**src/rtl/mem_access_unit_if.sv**
```systemverilog
// Request/response handshake bundle between the execute stage and the
// memory-access unit.
//   master : execute stage (drives req_*, resp_ready)
//   slave  : mem_access_unit (drives req_ready, resp_*)
interface mem_access_unit_if;
  logic        req_valid;
  logic        req_ready;
  logic        req_we;
  logic [1:0]  req_size;
  logic        req_unsigned;
  logic [31:0] req_addr;
  logic [31:0] req_wdata;
  logic        resp_valid;
  logic        resp_ready;
  logic [31:0] resp_rdata;
  logic        resp_err;

  modport master (
    output req_valid, req_we, req_size, req_unsigned, req_addr, req_wdata, resp_ready,
    input  req_ready, resp_valid, resp_rdata, resp_err
  );

  modport slave (
    input  req_valid, req_we, req_size, req_unsigned, req_addr, req_wdata, resp_ready,
    output req_ready, resp_valid, resp_rdata, resp_err
  );
endinterface

```
**src/rtl/mem_access_unit.sv**
```systemverilog
// Memory-access stage in front of a word-wide data memory. Converts byte/half/
// word loads and stores into 32-bit word accesses (sub-word stores by
// read-modify-write) and returns one extended response per request.
// Ports:
//   clk, rst_n  : clock, asynchronous active-low reset
//   bus (slave) : req valid/ready + we/size/unsigned/addr/wdata,
//                 resp valid/ready + rdata/err
//   DAddr       : word-aligned memory address {index, 2'b00}
//   DataIn, WR  : memory write word and write enable (registered, glitch-free)
//   DataOut     : combinational memory read of DAddr
// Optional: define MAU_MISALIGN_CHK_EN to flag misaligned half/word accesses
// as errors; otherwise the low address bits are masked to natural alignment.
module mem_access_unit #(
  parameter int MEM_WORDS  = 256,
  parameter bit BIG_ENDIAN = 1'b0
) (
  input  logic                clk,
  input  logic                rst_n,
  mem_access_unit_if.slave    bus,
  output logic [31:0]         DAddr,
  output logic [31:0]         DataIn,
  output logic                WR,
  input  logic [31:0]         DataOut
);

  typedef enum logic [1:0] {IDLE, ACCESS, WRITE, RESP} state_t;

  state_t      state_q;
  logic        we_q, uns_q, err_q, wr_q;
  logic [1:0]  size_q, alo_q;
  logic [15:0] wdata_q;
  logic [31:0] rdata_q, daddr_q, din_q;

  // ---- request decode (IDLE) ----
  logic [31:0] eff_addr, idx_ext;
  logic        misalign, oor, req_err;

  always_comb begin
`ifdef MAU_MISALIGN_CHK_EN
    eff_addr = bus.req_addr;
    misalign = (bus.req_size == 2'b01 && bus.req_addr[0]) ||
               (bus.req_size == 2'b10 && bus.req_addr[1:0] != 2'b00);
`else
    misalign = 1'b0;
    case (bus.req_size)
      2'b01:   eff_addr = {bus.req_addr[31:1], 1'b0};
      2'b10:   eff_addr = {bus.req_addr[31:2], 2'b00};
      default: eff_addr = bus.req_addr;
    endcase
`endif
    // Full-width compare: upper address bits must not alias into memory.
    idx_ext = {2'b00, eff_addr[31:2]};
    oor     = idx_ext >= 32'(MEM_WORDS);
    req_err = (bus.req_size == 2'b11) || oor || misalign;
  end

  // ---- lane select / extend / merge (ACCESS) ----
  logic [4:0]  sh;
  logic [31:0] lane, ld_ext, lmask, merged;

  always_comb begin
    case (size_q)
      2'b00:   sh = BIG_ENDIAN ? {~alo_q, 3'b000} : {alo_q, 3'b000};
      2'b01:   sh = BIG_ENDIAN ? {~alo_q[1], 4'b0000} : {alo_q[1], 4'b0000};
      default: sh = 5'd0;
    endcase
    lane = DataOut >> sh;
    case (size_q)
      2'b00:   ld_ext = uns_q ? {24'd0, lane[7:0]}  : {{24{lane[7]}}, lane[7:0]};
      2'b01:   ld_ext = uns_q ? {16'd0, lane[15:0]} : {{16{lane[15]}}, lane[15:0]};
      default: ld_ext = lane;
    endcase
    lmask  = ((size_q == 2'b00) ? 32'h0000_00FF : 32'h0000_FFFF) << sh;
    merged = (DataOut & ~lmask) | (({16'd0, wdata_q} << sh) & lmask);
  end

  // ---- FSM with registered outputs ----
  always_ff @(posedge clk or negedge rst_n) begin
    if (!rst_n) begin
      state_q <= IDLE;
      we_q    <= 1'b0;
      uns_q   <= 1'b0;
      size_q  <= 2'b00;
      alo_q   <= 2'b00;
      wdata_q <= '0;
      err_q   <= 1'b0;
      rdata_q <= '0;
      daddr_q <= '0;
      din_q   <= '0;
      wr_q    <= 1'b0;
    end else begin
      case (state_q)
        IDLE: begin
          wr_q <= 1'b0;
          if (bus.req_valid) begin
            we_q    <= bus.req_we;
            uns_q   <= bus.req_unsigned;
            size_q  <= bus.req_size;
            alo_q   <= eff_addr[1:0];
            wdata_q <= bus.req_wdata[15:0];
            rdata_q <= '0;
            err_q   <= req_err;
            if (req_err) begin
              state_q <= RESP;
            end else begin
              daddr_q <= {eff_addr[31:2], 2'b00};
              state_q <= ACCESS;
              // Word stores write straight from ACCESS; raise WR with the state.
              if (bus.req_we && bus.req_size == 2'b10) begin
                wr_q  <= 1'b1;
                din_q <= bus.req_wdata;
              end
            end
          end
        end
        ACCESS: begin
          if (!we_q) begin
            rdata_q <= ld_ext;
            state_q <= RESP;
          end else if (size_q == 2'b10) begin
            wr_q    <= 1'b0;
            state_q <= RESP;
          end else begin
            din_q   <= merged;
            wr_q    <= 1'b1;
            state_q <= WRITE;
          end
        end
        WRITE: begin
          wr_q    <= 1'b0;
          state_q <= RESP;
        end
        RESP: begin
          if (bus.resp_ready) state_q <= IDLE;
        end
        default: state_q <= IDLE;
      endcase
    end
  end

  assign bus.req_ready  = (state_q == IDLE);
  assign bus.resp_valid = (state_q == RESP);
  assign bus.resp_rdata = rdata_q;
  assign bus.resp_err   = err_q;
  assign DAddr          = daddr_q;
  assign DataIn         = din_q;
  assign WR             = wr_q;

endmodule

```
**src/flat_wrapper.sv**
```systemverilog
// flat-port wrapper written by rule: the top's interface ports become plain ports
module mem_access_unit_flat 
#(
  parameter int MEM_WORDS  = 256,
  parameter bit BIG_ENDIAN = 1'b0
)
  (clk, rst_n, DAddr, DataIn, WR, DataOut, bus_req_valid, bus_req_we, bus_req_size, bus_req_unsigned, bus_req_addr, bus_req_wdata, bus_resp_ready, bus_req_ready, bus_resp_valid, bus_resp_rdata, bus_resp_err);
  mem_access_unit_if bus_i ();
  input  logic clk;
  input  logic rst_n;
  output logic [31:0] DAddr;
  output logic [31:0] DataIn;
  output logic WR;
  input  logic [31:0] DataOut;
  input wire logic [$bits(bus_i.req_valid)-1:0] bus_req_valid;
  input wire logic [$bits(bus_i.req_we)-1:0] bus_req_we;
  input wire logic [$bits(bus_i.req_size)-1:0] bus_req_size;
  input wire logic [$bits(bus_i.req_unsigned)-1:0] bus_req_unsigned;
  input wire logic [$bits(bus_i.req_addr)-1:0] bus_req_addr;
  input wire logic [$bits(bus_i.req_wdata)-1:0] bus_req_wdata;
  input wire logic [$bits(bus_i.resp_ready)-1:0] bus_resp_ready;
  output wire logic [$bits(bus_i.req_ready)-1:0] bus_req_ready;
  output wire logic [$bits(bus_i.resp_valid)-1:0] bus_resp_valid;
  output wire logic [$bits(bus_i.resp_rdata)-1:0] bus_resp_rdata;
  output wire logic [$bits(bus_i.resp_err)-1:0] bus_resp_err;
  assign bus_i.req_valid = bus_req_valid;
  assign bus_i.req_we = bus_req_we;
  assign bus_i.req_size = bus_req_size;
  assign bus_i.req_unsigned = bus_req_unsigned;
  assign bus_i.req_addr = bus_req_addr;
  assign bus_i.req_wdata = bus_req_wdata;
  assign bus_i.resp_ready = bus_resp_ready;
  assign bus_req_ready = bus_i.req_ready;
  assign bus_resp_valid = bus_i.resp_valid;
  assign bus_resp_rdata = bus_i.resp_rdata;
  assign bus_resp_err = bus_i.resp_err;
  mem_access_unit #(.MEM_WORDS(MEM_WORDS), .BIG_ENDIAN(BIG_ENDIAN)) u_core (.clk(clk), .rst_n(rst_n), .bus(bus_i), .DAddr(DAddr), .DataIn(DataIn), .WR(WR), .DataOut(DataOut));
endmodule
```
**config.mk**
```make
export PLATFORM = sky130hd
export DESIGN_NAME = mem_access_unit_flat
export DESIGN_NICKNAME = d
export VERILOG_FILES = /design/src/rtl/mem_access_unit_if.sv /design/src/rtl/mem_access_unit.sv /design/src/flat_wrapper.sv
export SDC_FILE = /design/constraint.sdc
export NUM_CORES = 1
export LEC_CHECK = 0
export ABC_CLOCK_PERIOD_IN_PS = 3550
export BUFFER_PORTS_ARGS = -buffer_cell sky130_fd_sc_hd__buf_2
export CAP_MARGIN = 25
export CORE_UTILIZATION = 51
export DETAILED_ROUTE_END_ITERATION = 7
export PLACE_DENSITY = 0.77
export SETUP_SLACK_MARGIN = 0.5
export SYNTH_ARGS = -nofsm -noshare
export SYNTH_HDL_FRONTEND = slang
export SYNTH_SLANG_ARGS = --single-unit
```
**constraint.sdc**
```tcl
create_clock -name clk -period 3.55 [get_ports clk]
set_clock_uncertainty 0.15 [all_clocks]
set_input_delay 0.355 -clock clk [delete_from_list [all_inputs] [get_ports clk]]
set_output_delay 0.355 -clock clk [all_outputs]
set_load 0.01 [all_outputs]
```
==> results.toml <==
[critical_path]
start_kind = "register"
critPathKind = "reg -> reg"
critical_path_buf_inv_count = 0
worst_setup_path_end_kind = "register"
crit_path_start = "u_core.size_q[0]"
cpLargestDelayFamily = "multiplexers"
cp_cell_sequence = "nor3b_2, mux2i_1, a21oi_1, mux2_2, mux2_4"
crit_required_ns = 3.68
cp_max_fo = 11
r2r_start = "u_core.size_q[0]"
slowest_delay_ns = 0.77
critPathSlowestCell = "nor3b_2"
arrival_ns = 2.64

[yosys]
syn_avg_cell_area_sq_um = 11.3
yosys_warnings = 0
synth_cell_types = 40
synth_common_cells = "dfrtp_1 (120), mux2_2 (43), o21ai_0 (41)"
syn_area_sq_um = 5940
netlist.area_leader.share = 0.506
ys_ff_latch = 120
seq_area_frac_synth = 0.506
yosys.area.top_type = "dfrtp_1"
synth_enable_flop_cells = 0
netlist_top_cells_area = "dfrtp_1 (51%), mux2_2 (8.2%), mux2_4 (7.6%), mux2i_1 (5.6%), nor2b_1 (4.2%)"
synthFlopType = "dfrtp_1"
postSynthCellCount = 525
synth_most_common_cell = "dfrtp_1"
async_flop_share = 1.00

[grt]
overflow = 0
grtUsageTotal = 0.270
antenna_found_initial = 2
grt_max_degree = 67
grt_pass1_vias = 4598
grt_pass1_wl_mm = 24.1

[detailed_routing]
first_pass_iters = 5
num_vias = 4725
initialDrtViolationCount = 276
wire_per_inst_um = 17.7
postRouteAntennaNets = 0
drc = 0
wl_mm = 15.5
viasPerCell = 5.39

[timing]
finalSetupViolCount = 0
fmax_mhz = 400
setup_slack_ns = 1.05
grt_setup_unrepaired = "no"
setup_tns_ns = 0
fin_crit_ns = 2.50
slew_headroom = 0.417
period_share = 0.705
tightest_slew_ns = 0.871
finalHoldViolations = 0
slew_viol_final = 0

[floorplan]
initial_utilization = 0.522
row_count = 39
core_area_sq_um = 11400
dieArea_sq_um = 12100
boundaryPins = 204
fp.dieW_um = 110
dieHeight_um = 110

[placement]
place_ws_ns = 0.889
buffer_ports.inserted = 201
place_hpwl_mm = 11.4
gp_congestion = 0.855

[clocking]
ctsResizeCount = 0
clk-insertion-delay-late_ns = 0.41
cts-buffers-inserted = 17
cts_tree = "built"
cts_max_level = 4
clock_sink_count = 120
clk_pin_slew_ns = 0.05
cts_root_buf = "clkbuf_16"
clockBufferDepth = 2

[power_and_ir_drop]
power_density_nw_per_um2 = 869
ir_drop_mv = 0.465
leakage_nw = 3.99

[flow_run]
max_cap_viol_count = 0

[cells_and_area]
areaGrowthSynthToFinish_pct = 27.7
drive_gt1_frac = 0.430
nets = 832

[hold_path]
holdCritPathClass = "in -> reg"
hold_start = "bus_req_addr[2]"

[status]
status = "complete, no violations"
[area by class of cell]
| cell class | count | area, sq um |
|---|---|---|
| flip-flops and latches | 120 | 3000 |
| inverters | 14 | 52.6 |
| diodes | 1 | 2.50 |
| clock inverters | 3 | 15.0 |
| well taps | 143 | 179 |
| clock buffers | 27 | 513 |
| repair buffers | 211 | 1100 |
| fillers | 906 | 3790 |
| multi-input cells | 357 | 2720 |
[where the power goes]
group	total, mW	leakage (nW)	internal (mW)	switching [mW]
sequential	2.16	1.53	1.83	0.332
combinational	2.89	2.19	1.44	1.45
clock	1.53	0.263	0.973	0.561
total	6.59	3.99	4.24	2.35
[cell usage in the layout (no fill, tap or decap), drive strengths merged, types with 14 or more instances in the layout]
cell / n
dfrtp: 120
a21oi: 26
buf: 210
nor2: 24
mux2: 73
nor2b: 40
o21ai: 41
inv: 14
mux2i: 33
nand2: 39
clkbuf: 27
[routing by layer]
| metal | GRT usage | up-vias | share of wire |
|---|---|---|---|
| met3 | 0.0854 | 25 | 0.083 |
| met4 | 0.110 | 2 | 0.021 |
| met1 | 0.360 | 2252 | 0.44 |
| li1 | - | 2232 | - |
| met5 | 0 | - | 0.00084 |
| met2 | 0.407 | 214 | 0.45 |
[flip-flops by register name (all words and copies together) (netlist names)]
| name | cells |
|---|---|
| u_core.DataIn | 32 |
| u_core.bus.resp_err | 1 |
| u_core.state_q | 2 |
| u_core.DAddr | 30 |
| u_core.uns_q | 1 |
| u_core.wdata_q | 16 |
| u_core.alo_q | 2 |
| u_core.WR | 1 |
| u_core.we_q | 1 |
| u_core.size_q | 2 |
| u_core.bus.resp_rdata | 32 |
[through the flow]
stage	total power [mW]	cells	util	hold slack, ns	instance area [sq um]
finish	6.59	876	0.667	0.0290	7580
global route	7.01	875	0.667	0.0158	7580
CTS	6.61	875	0.667	0.0155	7580
detailed placement	5.06	844	0.619	0.316	7040
global placement	4.96	844	0.619	0.306	7040
floorplan	4.23	526	-	-0.0906	5940
[final timing paths]
kind	end	slack, ns	depth (start not counted)
worst max-delay path	u_core.DataIn[14]	1.05	5
worst max register to register	u_core.DataIn[14]	1.05	5
worst min-delay path	u_core.DAddr[2]	0.03	2
min in group asynchronous	u_core.bus.resp_rdata[22]	0.46	2
worst min register to register	u_core.bus.resp_rdata[19]	0.32	2
max in group asynchronous	u_core.DataIn[2]	1.99	3
[what timing repair did]
item / in CTS / in global routing
hold buffers: 1 / 0
hold endpoints to repair: 65 / 0
buffers inserted: 0 / 0
[cell families after synthesis]
kind of cell	synth area share
and+or+nand+nor	0.122
DFF	0.506
muxes	0.213
AOI/OAI and AO/OA	0.106
buffers and inverters	0.0375
adders and majority gates	0.0148
other	0.000632
[worst register-to-register path, delay by kind of cell (launching register included)]
kind | cells | cell delay [ns]
AOI/OAI and AO/OA | 1 | 0.12
DFF | 1 | 0.48
muxes | 3 | 0.87
and+or+nand+nor | 1 | 0.77
(Power assumes the default switching activity.)
